### config.mk
export PLATFORM = sky130hd
export DESIGN_NAME = intr_sequencer_flat
export DESIGN_NICKNAME = d
export VERILOG_FILES = /design/src/rtl/intr_sequencer_if.sv /design/src/rtl/intr_sequencer.sv /design/src/flat_wrapper.sv
export SDC_FILE = /design/constraint.sdc
export NUM_CORES = 1
export LEC_CHECK = 0
export CAP_MARGIN = 20
export CORE_ASPECT_RATIO = 1.75
export CORE_UTILIZATION = 35
export DETAILED_ROUTE_END_ITERATION = 8
export PLACE_DENSITY_LB_ADDON = 0.12
export SLEW_MARGIN = 20
export SYNTH_ARGS = -nofsm -noshare
export SYNTH_HDL_FRONTEND = slang
export SYNTH_SLANG_ARGS = --single-unit
### constraint.sdc
create_clock -name CLK -period 3.44 [get_ports CLK]
set_input_delay 0.688 -clock CLK [delete_from_list [all_inputs] [get_ports CLK]]
set_output_delay 0.688 -clock CLK [all_outputs]
set_load 0.02 [all_outputs]
### src/rtl/intr_sequencer_if.sv
// Handshake bundle between instruction decode/control and the interrupt sequencer.
// master: decode/control side driving strobes; slave: the sequencer.
interface intr_sequencer_if #(
  parameter int unsigned CNT_W = 8
);
  logic             INTR;
  logic             I_SET;
  logic             I_CLR;
  logic             RETI;
  logic             RETI_IE;
  logic             BOUNDARY;
  logic             I_FLG;
  logic             INT_ACK;
  logic             FLG_SHAD_LD;
  logic             FLG_LD_SEL;
  logic             FLG_C_LD;
  logic             FLG_Z_LD;
  logic             IN_ISR;
  logic             RETI_ERR;
  logic [CNT_W-1:0] INT_CNT;

  modport master (
    output INTR, I_SET, I_CLR, RETI, RETI_IE, BOUNDARY,
    input  I_FLG, INT_ACK, FLG_SHAD_LD, FLG_LD_SEL, FLG_C_LD, FLG_Z_LD, IN_ISR, RETI_ERR,
           INT_CNT
  );

  modport slave (
    input  INTR, I_SET, I_CLR, RETI, RETI_IE, BOUNDARY,
    output I_FLG, INT_ACK, FLG_SHAD_LD, FLG_LD_SEL, FLG_C_LD, FLG_Z_LD, IN_ISR, RETI_ERR,
           INT_CNT
  );
endinterface

### src/rtl/intr_sequencer.sv
// Single-level interrupt sequencer: synchronizes INTR, latches a pending request,
// and walks IDLE -> SAVE -> ISR -> RESTORE, emitting flag save/restore strobes.
module intr_sequencer #(
  parameter int unsigned CNT_W = 8
) (
  input logic               CLK,
  input logic               RST,
  intr_sequencer_if.slave   bus
);

  typedef enum logic [1:0] {StIdle, StSave, StIsr, StRestore} state_e;

  localparam logic [CNT_W-1:0] CntMax = '1;

  state_e           state_q;
  logic             sync0_q, sync1_q, sync_prev_q;
  logic             pend_q;
  logic             i_flg_q;
  logic             in_isr_q;
  logic             int_ack_q;
  logic             shad_ld_q;
  logic             ld_sel_q;
  logic             c_ld_q;
  logic             z_ld_q;
  logic             reti_err_q;
  logic [CNT_W-1:0] cnt_q;

  logic intr_rise;
  logic take_intr;

  assign intr_rise = sync1_q & ~sync_prev_q;
  assign take_intr = (state_q == StIdle) & pend_q & i_flg_q & bus.BOUNDARY;

  // Two-flop synchronizer plus one delayed copy for rising-edge detection.
  always_ff @(posedge CLK) begin
    if (RST) begin
      sync0_q     <= 1'b0;
      sync1_q     <= 1'b0;
      sync_prev_q <= 1'b0;
    end else begin
      sync0_q     <= bus.INTR;
      sync1_q     <= sync0_q;
      sync_prev_q <= sync1_q;
    end
  end

  // Sequencer FSM with registered strobes; strobes are loaded on the edge entering
  // their state so they are high exactly while the FSM sits in that state.
  always_ff @(posedge CLK) begin
    if (RST) begin
      state_q    <= StIdle;
      pend_q     <= 1'b0;
      i_flg_q    <= 1'b0;
      in_isr_q   <= 1'b0;
      int_ack_q  <= 1'b0;
      shad_ld_q  <= 1'b0;
      ld_sel_q   <= 1'b0;
      c_ld_q     <= 1'b0;
      z_ld_q     <= 1'b0;
      reti_err_q <= 1'b0;
      cnt_q      <= '0;
    end else begin
      int_ack_q  <= 1'b0;
      shad_ld_q  <= 1'b0;
      ld_sel_q   <= 1'b0;
      c_ld_q     <= 1'b0;
      z_ld_q     <= 1'b0;
      reti_err_q <= 1'b0;

      // A rise while already pending merges into the same request.
      if (intr_rise) pend_q <= 1'b1;

      // CLI beats SEI when both strobe together.
      if (bus.I_CLR)      i_flg_q <= 1'b0;
      else if (bus.I_SET) i_flg_q <= 1'b1;

      // RETI is only meaningful inside a handler.
      if (bus.RETI && (state_q != StIsr)) reti_err_q <= 1'b1;

      unique case (state_q)
        StIdle: begin
          if (take_intr) begin
            state_q   <= StSave;
            int_ack_q <= 1'b1;
            shad_ld_q <= 1'b1;
            pend_q    <= 1'b0;
            i_flg_q   <= 1'b0;
            if (cnt_q != CntMax) cnt_q <= cnt_q + 1'b1;
          end
        end
        StSave: begin
          state_q  <= StIsr;
          in_isr_q <= 1'b1;
        end
        StIsr: begin
          if (bus.RETI) begin
            state_q  <= StRestore;
            in_isr_q <= 1'b0;
            ld_sel_q <= 1'b1;
            c_ld_q   <= 1'b1;
            z_ld_q   <= 1'b1;
            i_flg_q  <= bus.RETI_IE;
          end
        end
        StRestore: begin
          state_q <= StIdle;
          // Hold the RETI-restored flag; SEI/CLI have no effect here.
          i_flg_q <= i_flg_q;
        end
        default: state_q <= StIdle;
      endcase
    end
  end

  assign bus.I_FLG       = i_flg_q;
  assign bus.INT_ACK     = int_ack_q;
  assign bus.FLG_SHAD_LD = shad_ld_q;
  assign bus.FLG_LD_SEL  = ld_sel_q;
  assign bus.FLG_C_LD    = c_ld_q;
  assign bus.FLG_Z_LD    = z_ld_q;
  assign bus.IN_ISR      = in_isr_q;
  assign bus.RETI_ERR    = reti_err_q;
  assign bus.INT_CNT     = cnt_q;

endmodule
### src/flat_wrapper.sv
// flat-port wrapper written by rule: the top's interface ports become plain ports
module intr_sequencer_flat 
#(
  parameter int unsigned CNT_W = 8
)
  (CLK, RST, bus_INTR, bus_I_SET, bus_I_CLR, bus_RETI, bus_RETI_IE, bus_BOUNDARY, bus_I_FLG, bus_INT_ACK, bus_FLG_SHAD_LD, bus_FLG_LD_SEL, bus_FLG_C_LD, bus_FLG_Z_LD, bus_IN_ISR, bus_RETI_ERR, bus_INT_CNT);
  intr_sequencer_if #(.CNT_W(CNT_W)) bus_i ();
  input logic CLK;
  input logic RST;
  input wire logic [$bits(bus_i.INTR)-1:0] bus_INTR;
  input wire logic [$bits(bus_i.I_SET)-1:0] bus_I_SET;
  input wire logic [$bits(bus_i.I_CLR)-1:0] bus_I_CLR;
  input wire logic [$bits(bus_i.RETI)-1:0] bus_RETI;
  input wire logic [$bits(bus_i.RETI_IE)-1:0] bus_RETI_IE;
  input wire logic [$bits(bus_i.BOUNDARY)-1:0] bus_BOUNDARY;
  output wire logic [$bits(bus_i.I_FLG)-1:0] bus_I_FLG;
  output wire logic [$bits(bus_i.INT_ACK)-1:0] bus_INT_ACK;
  output wire logic [$bits(bus_i.FLG_SHAD_LD)-1:0] bus_FLG_SHAD_LD;
  output wire logic [$bits(bus_i.FLG_LD_SEL)-1:0] bus_FLG_LD_SEL;
  output wire logic [$bits(bus_i.FLG_C_LD)-1:0] bus_FLG_C_LD;
  output wire logic [$bits(bus_i.FLG_Z_LD)-1:0] bus_FLG_Z_LD;
  output wire logic [$bits(bus_i.IN_ISR)-1:0] bus_IN_ISR;
  output wire logic [$bits(bus_i.RETI_ERR)-1:0] bus_RETI_ERR;
  output wire logic [$bits(bus_i.INT_CNT)-1:0] bus_INT_CNT;
  assign bus_i.INTR = bus_INTR;
  assign bus_i.I_SET = bus_I_SET;
  assign bus_i.I_CLR = bus_I_CLR;
  assign bus_i.RETI = bus_RETI;
  assign bus_i.RETI_IE = bus_RETI_IE;
  assign bus_i.BOUNDARY = bus_BOUNDARY;
  assign bus_I_FLG = bus_i.I_FLG;
  assign bus_INT_ACK = bus_i.INT_ACK;
  assign bus_FLG_SHAD_LD = bus_i.FLG_SHAD_LD;
  assign bus_FLG_LD_SEL = bus_i.FLG_LD_SEL;
  assign bus_FLG_C_LD = bus_i.FLG_C_LD;
  assign bus_FLG_Z_LD = bus_i.FLG_Z_LD;
  assign bus_IN_ISR = bus_i.IN_ISR;
  assign bus_RETI_ERR = bus_i.RETI_ERR;
  assign bus_INT_CNT = bus_i.INT_CNT;
  intr_sequencer #(.CNT_W(CNT_W)) u_core (.CLK(CLK), .RST(RST), .bus(bus_i));
endmodule
### Word-level counts from Yosys, hierarchy flattened

Cells that the tools add are included.

| storage, ports and cells | value |
|---|---|
| bits of input ports | 8 |
| output and inout bits | 16 |
| flip-flop bits (word level) | 19 |

| cells by class | value |
|---|---|
| multiplexer cells | 16 |
| bitwise gates (word level) | 7 |
| equal/unequal tests | 7 |
| add/sub/neg operators | 1 |
| reduce and logical (&&, ||, !) cells | 8 |

Operator list:

| operator | count |
|---|---|
| two-way mux 1 bit | 11 |
| adder 8 x 1 -> 8 bit (second input constant) | 1 |
| inequality test 8 bit (second input constant) | 1 |
| one-hot mux 2 bit (4 select lines) | 1 |
| AND 1 bit | 4 |
| equality test 2 bit (second input constant) | 2 |
| two-way mux 2 bit | 2 |
| inequality test 2 bit (second input constant) | 2 |
| AND reduction 2 bit | 2 |
| OR reduction 2 bit | 2 |
| NOT 1 bit | 3 |
| one-hot mux 1 bit (3 select lines) | 1 |
| AND reduction 3 bit | 1 |
| equality test 2 x 1 -> 1 bit (second input constant) | 1 |
| zero test 2 bit | 1 |
| inequality test 2 x 1 -> 1 bit (second input constant) | 1 |
| one-hot mux 1 bit (2 select lines) | 1 |
| nonzero test 2 bit | 1 |
| logical AND 1 bit | 1 |

### Depth between registers and ports, before layout

Gate-level depths: netlist of run 1.

| depth | value |
|---|---|
| depth in word-level cells | 6 |
| gate-level depth with buffers | 6 |
| mapped depth without buffers | 5 |

### Least setup slack after synthesis of run 1

No wires, ideal clock.

| timing | value |
|---|---|
| path type | reg-to-reg |
| start point | reg u_core.cnt_q[0] (netlist: u_core.bus.INT_CNT[0]) |
| end point | reg u_core.cnt_q[5] (netlist: u_core.bus.INT_CNT[5]) |
| clock period less this slack | 1.618 ns |
| setup time | 0.121 ns |
| data required time | 3.319 ns |
| cell stages (with the launch flop) | 5 |
| buffers on the path | 0 |
| arrival | 1.498 ns |
| setup slack | 1.822 ns |
| cell sequence | dfxtp_1 ha_1 and4_1 nor4_2 mux2_2 |

| between the ends | value |
|---|---|
| longest elaborated chain between the ends | 2 |
| elaborated cells between the ends (all ways) | 3 |
| those cells by class | add/sub: 1; eq/ne: 1; reduce/logical: 1 |

Ends and longest elaborated chain:

| item | line | RTL |
|---|---|---|
| from (decl) | intr_sequencer.sv:26 | `logic [CNT_W-1:0] cnt_q;` |
| from (signal assigned) | intr_sequencer.sv:88 | `if (cnt_q != CntMax) cnt_q <= cnt_q + 1'b1;` |
| parallel branches: the longest is 2 deep, another holds adder 8 x 1 -> 8 bit | - |  |

Parallel ways; which one is timed is not known.
A chain may end at the register's enable or synchronous reset.

### Final worst setup path of run 1

| timing | value |
|---|---|
| start point | reg u_core.i_flg_q (netlist: u_core.bus.I_FLG) |
| end point | out bus_I_FLG |

RTL lines:

| item | line | RTL |
|---|---|---|
| from (decl) | intr_sequencer.sv:18 | `logic i_flg_q;` |
| from (signal assigned) | intr_sequencer.sv:102 | `i_flg_q <= bus.RETI_IE;` |
| from (signal assigned) | intr_sequencer.sv:108 | `i_flg_q <= i_flg_q;` |
| to (decl) | flat_wrapper.sv:16 | `output wire logic [$bits(bus_i.I_FLG)-1:0] bus_I_FLG;` |

No word-level cell between the ends.

==> results of run 1 <==
kinds of logic (layout without fill, tap and decap cells):
logic type	after synthesis	in the layout	share of synthesized area
buffers and inverters	11	32	0.0547
and+or+nand+nor	43	43	0.272
adders and majority gates	6	6	0.0763
muxes	3	3	0.0331
DFF	19	19	0.387
AOI/OAI and AO/OA	24	24	0.177
cell usage after synthesis (all sizes together) (3+ instances only):
cell / n
nor2b: 9
dfxtp: 19
a21oi: 5
inv: 5
nor2: 7
ha: 6
buf: 4
a31oi: 4
a211oi: 6
and2: 4
nor3: 3
nand2: 5
registers in the layout (all words and copies together) (netlist names):
name                   cells
u_core.state_q             2
u_core.sync0_q             1
u_core.bus.FLG_LD_SEL      1
u_core.bus.RETI_ERR        1
u_core.sync_prev_q         1
u_core.bus.INT_ACK         1
u_core.bus.I_FLG           1
u_core.bus.IN_ISR          1
u_core.sync1_q             1
u_core.pend_q              1
u_core.bus.INT_CNT         8
power groups by stage:
stage	Clock [mW]	Combinational (mW)	Sequential [mW]
2_1_floorplan	0	0.0132	0.234
3_3_place_gp	0	0.0296	0.233
3_5_place_dp	0	0.0299	0.233
4_1_cts	0.160	0.0300	0.228
5_1_grt	0.169	0.0324	0.228
6_report	0.152	0.0298	0.228
how the worst min path moves through the flow:
stage	start	to	slack, ps	cells after the start
CTS	u_core.sync0_q$_SDFF_PP0_	u_core.sync1_q$_SDFF_PP0_	450	1
floorplan	u_core.sync0_q$_SDFF_PP0_	u_core.sync1_q$_SDFF_PP0_	410	1
global route	u_core.sync0_q$_SDFF_PP0_	u_core.sync1_q$_SDFF_PP0_	470	1
global placement	u_core.sync0_q$_SDFF_PP0_	u_core.sync1_q$_SDFF_PP0_	420	1
detailed placement	u_core.sync0_q$_SDFF_PP0_	u_core.sync1_q$_SDFF_PP0_	430	1
finish	u_core.sync0_q$_SDFF_PP0_	u_core.sync1_q$_SDFF_PP0_	440	1
final cells by class:
cell class | instances | area, sq um
Clock buffer | 3 | 41.3
Clock inverter | 1 | 5.00
Fill cell | 265 | 1430
Inverter | 5 | 18.8
Multi-Input combinational cell | 76 | 549
Sequential cell | 19 | 380
Tap cell | 27 | 33.8
Timing Repair Buffer | 23 | 230
per-stage QoR:
step | cell area [sq um] | setup slack (ps) | hold WS (ps) | total power, mW
finish | 1260 | 1300 | 437 | 0.409
global route | 1260 | 1230 | 469 | 0.430
CTS | 1260 | 1290 | 445 | 0.417
detailed placement | 1210 | 1190 | 429 | 0.263
global placement | 1210 | 1230 | 424 | 0.262
floorplan | 983 | 1820 | 414 | 0.247
per-layer routing:
layer / vias up / global-route usage / share of wire
li1: 424 / - / -
met1: 391 / 0.172 / 0.42
met2: 20 / 0.250 / 0.52
met3: 5 / 0.0149 / 0.029
met4: 0 / 0.0938 / 0.029
met5: - / 0 / 0
==> impl_metrics.ini, run 1 <==
[run_status]
status = completed

[layout]
stdcell_count = 154
num_antenna_cells = 0
utilization = 0.468
synthToLayoutAreaGrowth_pct = 28.0
nets = 142
final_common_cell = clkdlybuf4s50_1
drive_gt1_frac = 0.0945
final_cell_mix = clkdlybuf4s50_1, dfxtp_1, nor2b_1

[grt]
grt_max_degree = 22
antenna_found_initial = 0
grt_overflow = 0
grt_pass1_vias = 784
track_usage = 0.147
grt_pass1_wl_um = 3440

[setup_path]
startpoint = u_core.bus.I_FLG$_SDFFE_PP0P_
cp-end-kind = primary output
critPathCapture = bus_I_FLG
start_kind = flop
cp_max_fo = 9
crit_type = flop to primary output
cp_slowest_cell = clkdlybuf4s50_1
rr_startpoint = u_core.state_q[0]$_SDFFE_PP0P_
reg2reg_depth = 5
crit_buf_inv = 1
regToRegSetupSlack_ps = 1660
cp.required_ps = 2750
slowest_delay_ps = 670
critPathTopFamily = buffers and inverters
path_depth = 1
critPathArrivalTime_ps = 1460
worstPathCellList = clkdlybuf4s50_1
reg2reg_to = u_core.bus.INT_CNT[5]$_SDFFE_PP0P_

[timing]
finalCritPeriodShare = 0.623
setup_viol = 0
report.final.slew_viol_count = 0
fmax_mhz = 466
relSlewSlack = 0.496
rsz0062_at_grt = false
tightest_slew_ps = 754
finalClockSkew_ps = 3.31
fin_crit_ps = 2140
fin_setup_tns_ps = 0
finalHoldViolCount = 0

[detailed_routing]
post_drt_via_cell_ratio = 5.45
postRouteWirelength_um = 1990
final_antenna_net_count = 0
drtIter0Drc = 22
wire_per_inst_um = 12.9
vias = 840
dr.pass1.iters = 4
drc = 0

[floorplan]
dieWidth_um = 42.1
die_area_sq_um = 3030
num_io_pins = 24
start_util = 0.366
die_h_um = 72.1
core_region_area_sq_um = 2690
num_rows = 25

[synth]
yosysTopAreaCell = dfxtp_1
synth_seq_area_share = 0.387
syn_inst = 106
synth.distinct_cells = 38
synth_edf_count = 0
synthFlopType = dfxtp_1
avgSynthCellArea_sq_um = 9.28
synth_area_leaders = dfxtp_1, ha_1, nor2b_1, a211oi_1, nor2_1
syn_area_sq_um = 983
ys_ff_latch = 19
synth_top_area_share = 0.387
yosysWarnings = 0
syn_nets = 120
synthArstFlopShare = 0

[pwr]
leakage_nw = 0.449
swShare = 0.218
p_per_area_nw_per_um2 = 325
power.switching_uw = 89.1
sequentialPowerShare = 0.557
power_frac_clock = 0.371
ir_drop_mv = 0.262
pwr-share-comb = 0.073
intPower_uw = 320

[clock_network]
clkLatencyLatePin_ps = 260
hold_buffers = 0
h-tree-depth = 1
clkTransAtPathRegs_ps = 60
clockRootBuffer = clkbuf_8
cts.repair.resized = 0
clock-sinks = 19
max-clock-path-buffers = 2
cts_setup_buffers = 0
cts_tree = built
cts_buffers = 3

[place]
dp_hpwl_um = 1460
place_inst = 150
place_congestion = 0.896
place.port_buffers = 23

[run]
max-cap-violations = 0

[hold_path]
hold_path_class = flop to flop
No activity file was read; power rests on OpenSTA's default activity.
==> run 2, diff against run 1 <==
==> constraint.sdc (replaced) <==
create_clock -name CLK -period 2.1 [get_ports CLK]
set_input_delay 0.42 -clock CLK [delete_from_list [all_inputs] [get_ports CLK]]
set_output_delay 0.42 -clock CLK [all_outputs]
set_load 0.02 [all_outputs]
==> run 2 against run 1 <==
  * Die area unchanged
  * Setup slack worse by 1100 ps
  * Register-to-register slack worse by 1300 ps
  * Design area up 0.50%
  * Sequential power up 64%
  * Non-clock buffer count up 1
  * Via count up 0.83%
  * Critical path depth unchanged
  * Largest cell class unchanged
==> impl_metrics.ini, run 2 (synthesized netlist as in run 1, its figures left out) <==
[setup_path]
critPathArrivalTime_ps = 1450
cp_slowest_cell = clkdlybuf4s50_1
cp_max_fo = 9
slowest_delay_ps = 670
start_kind = flop
crit_type = flop to primary output
crit_buf_inv = 1
critPathTopFamily = buffers and inverters
worstPathCellList = clkdlybuf4s50_1
cp-end-kind = primary output
cp.required_ps = 1680

[detailed_routing]
wire_per_inst_um = 13.6
postRouteWirelength_um = 2110
dr.pass1.iters = 4
drc = 0
drtIter0Drc = 18
final_antenna_net_count = 0
post_drt_via_cell_ratio = 5.46
vias = 847

[clock_network]
cts_tree = built
hold_buffers = 0
clock-sinks = 19
clkLatencyLatePin_ps = 260
clockRootBuffer = clkbuf_8
cts_buffers = 3
max-clock-path-buffers = 2
h-tree-depth = 1
cts_setup_buffers = 0
clkTransAtPathRegs_ps = 70
cts.repair.resized = 0

[grt]
grt_pass1_wl_um = 3600
grt_overflow = 0
grt_pass1_vias = 834
grt_max_degree = 13
antenna_found_initial = 0
track_usage = 0.160

[floorplan]
dieWidth_um = 42.1
start_util = 0.366
num_io_pins = 24
die_h_um = 72.1
die_area_sq_um = 3030
core_region_area_sq_um = 2690
num_rows = 25

[timing]
rsz0062_at_grt = false
tightest_slew_ps = 353
relSlewSlack = 0.765
report.final.slew_viol_count = 0
finalCritPeriodShare = 0.890
fin_setup_tns_ps = 0
setup_viol = 0
fmax_mhz = 535
finalClockSkew_ps = 2.97
fin_hold_ws_ps = 457
finalHoldViolCount = 0
fin_crit_ps = 1870

[run]
max-cap-violations = 0

[hold_path]
hold_path_class = flop to flop

[layout]
final_common_cell = clkdlybuf4s50_1
drive_gt1_frac = 0.0938
final_cell_mix = clkdlybuf4s50_1, dfxtp_1, nor2b_1
synthToLayoutAreaGrowth_pct = 28.6
largest_register_ffs = 8
nets = 143
num_antenna_cells = 0
fillers = 261

[place]
place_congestion = 0.857
place.port_buffers = 23
dp_hpwl_um = 1580

[pwr]
ir_drop_mv = 0.424
p_per_area_nw_per_um2 = 537
leakage_nw = 0.451

[run_status]
status = completed
run 2: path summary, 6_finish.rpt:
check	from	to	slack, ps	cells past startpoint
setup / recovery	u_core.bus.I_FLG$_SDFFE_PP0P_	bus_I_FLG	230	1
hold / removal	u_core.sync0_q$_SDFF_PP0_	u_core.sync1_q$_SDFF_PP0_	460	1
setup reg to reg	u_core.state_q[0]$_SDFFE_PP0P_	u_core.bus.INT_CNT[5]$_SDFFE_PP0P_	330	5
hold reg to reg	u_core.sync0_q$_SDFF_PP0_	u_core.sync1_q$_SDFF_PP0_	460	1
run 2: cell type report:
| type | count | area [sq um] | area share |
|---|---|---|---|
| well taps | 27 | 33.8 | 0.0267 |
| inverters | 5 | 18.8 | 0.0148 |
| multi-input cells | 76 | 549 | 0.434 |
| clock buffers | 4 | 45.0 | 0.0356 |
| flip-flops and latches | 19 | 380 | 0.301 |
| repair buffers | 24 | 238 | 0.188 |
run 2: power breakdown:
part	switching [mW]	internal, mW	total (mW)
logic	0.0233	0.0273	0.0507
registers	0.00637	0.367	0.373
clock network	0.121	0.135	0.256
total	0.151	0.529	0.680
run 2: per-stage QoR:
step                      instances  total power [mW]  area, sq um  worst slack [ps]   util
final                           155             0.680         1260               231  0.470
after detailed placement        151             0.433         1220               143  0.453
after floorplan                 106             0.405          983               482      -
after global routing            155             0.716         1260               146  0.470
after CTS                       155             0.696         1260               208  0.470
after global placement          151             0.431         1220               152  0.453
run 2: layer usage:
layer  up-vias  share of wire  GRT usage
met1       392           0.40      0.164
met4         0          0.039      0.153
met2        22           0.53      0.269
li1        427              -          -
met3         6          0.030     0.0249
met5         -              0          0
==> patch (settings of run 2) <==
Re-encode `state_e` (4 states) as Gray code, 2 bits wide.
--- a/src/rtl/intr_sequencer.sv
+++ b/src/rtl/intr_sequencer.sv
@@ -10,3 +10,3 @@
 
-  typedef enum logic [1:0] {StIdle, StSave, StIsr, StRestore} state_e;
+  typedef enum logic [1:0] {StIdle = 2'b00, StSave = 2'b01, StIsr = 2'b11, StRestore = 2'b10} state_e;
 
Formal check against the unedited RTL: no difference found for any inputs over 10 cycles, from zero or initial values and one cycle with RST high; not proved beyond that.
==> patch against run 2 <==
  * Design area up 0.99%
  * Wire length grew 0.90%
  * Sequential cell count stayed put
  * Register-to-register slack worse by 0.099 ns
  * Clock skew decreased by 0.00098 ns
  * Power is 0.86% lower
  * Area after synthesis decreased by 0.25%
  * Critical endpoint is now u_core.bus.INT_CNT[7]
  * Worst setup slack about the same
==> patch: results (changes against run 2) <==
- Proportion of layout cells with a drive suffix above 1: 0.1163 (+0.02253)
- Peak VDD IR: 0.0003291 V (-22%)
- The via count of the routed design was 868 (+2.5%).
- The total routing resource utilization after global routing came to 0.1572 (-0.002787).
* Global placement routability congestion: 0.7373 (-14%)
- Static leakage: 0.4487 nW (-0.44%)
* Post-detailed-routing wire length: 2131 um (+0.90%)
* Number of library cell types mapped by synthesis: 38 (unchanged)
- Synth area leaders: dfxtp_1 (39%), ha_1 (7.7%), nor2b_1 (4.5%)
- Worst-Skew Late Latency: 0.26 ns (about the same)
* Yosys warns: 0 (unchanged)
- The total of cells resized after clock tree synthesis was 0 (unchanged).
- The number of CTS-inserted buffers is 3 (unchanged).
- Run status: completed
- Pin count of the biggest net entering global routing: 15 (+2)
- Hold-fix buffer count after cts: 0 (unchanged)
- Worst R2R Start: u_core.state_q[0]
* Net count of the mapped netlist: 119 (-0.83%)
- The setup skew after layout came to 0.001991 ns (-0.0009796 ns).
* Sequential fraction of the synthesis area: 0.3878 (+0.0009867)
- The first-pass iteration count of the detailed router is 4 (unchanged).
- Slew Limit Headroom: 0.6639 (-0.1007)
* Worst setup slack for register-to-register paths: 0.23 ns (-0.10 ns)
* Number of nets at the end of the flow: 144 (+0.70%)
* Initial antenna violation count: 0 (unchanged)
- The instance area at placement was 0.001232 mm2 (+1.0%).
- The sum of net half-perimeters after detailed placement is 1653 um (+4.6%).
- The detailed router's first-iteration violation count came to 11 (-7).
- Filler cell count: 269 (+3.1%)
- Synth async-reset ratio: 0 (unchanged)
- Wire length of the first global-routing pass: 3615 um (+0.39%)
- Number of buffers on the longest clock path: 2 (unchanged)
* Number of global-route vias before repair: 860 (+3.1%)
- Top post-synthesis cells by count: dfxtp_1 (19), nor2_1 (9), inv_1 (8)
- The number of post-CTS setup repair buffers was 0 (unchanged).
* Clock slew seen by the registers of the worst setup and hold paths: 0.07 ns (about the same)
- Worst setup endpoint: u_core.bus.INT_CNT[7]
## patch: layout make-up
class | instances | area share
multi-input combinational | 72 | 0.4192
inverter | 8 | 0.02351
clock buffer | 4 | 0.03526
sequential | 19 | 0.2977
tap | 27 | 0.02644
timing repair buffer | 26 | 0.1978
## patch: cells by family (layout without fill, tap and decap cells)
group,after synthesis,in the layout,synth area share
AND/OR/NAND/NOR,41,41,0.2462
AO/OA/AOI/OAI,22,22,0.1901
flip-flops,19,19,0.3878
buffers and inverters,14,38,0.06632
adder cells (fa/ha/maj),6,6,0.07653
multiplexers,3,3,0.03316
## patch: worst min path at each step
stage | end | slack (ns) | cells after the start
floorplan | u_core.sync1_q | 0.41 | 1
global placement | u_core.sync1_q | 0.42 | 1
detailed placement | u_core.sync1_q | 0.43 | 1
CTS | u_core.sync1_q | 0.45 | 1
global route | u_core.sync1_q | 0.47 | 1
finish | u_core.sync1_q | 0.45 | 1
## patch: critical path, cell delays in order (launching register included)
cell,delay (ns)
dfxtp_1,0.35
inv_1,0.11
ha_1,0.34
nand4_2,0.17
or4_4,0.54
a221oi_2,0.27
## patch: per-stage QoR
stage	setup slack, ns	total power [W]	hold slack (ns)	util	std cells
floorplan	0.3890	0.0004016	0.4138	-	105
global placement	0.08891	0.0004276	0.4196	0.4581	152
detailed placement	0.05859	0.0004282	0.4309	0.4581	152
CTS	0.2222	0.0006810	0.4515	0.4749	156
global route	0.1228	0.0007050	0.4667	0.4749	156
finish	0.2308	0.0006739	0.4478	0.4749	156
## patch: report_power, final
group / leakage (nW) / internal [W] / switching [W]
sequential: 0.154 / 0.000366 / 0.00000533
combinational: 0.272 / 0.0000263 / 0.0000216
clock: 0.0228 / 0.000135 / 0.000119
## patch: routing by layer
layer  up-vias  track usage  wire [um]
li1        430            -          -
met1       408       0.1674        830
met2        21       0.2656       1115
met3         9      0.03731         93
met4         0       0.1146         92
met5         -            0          0
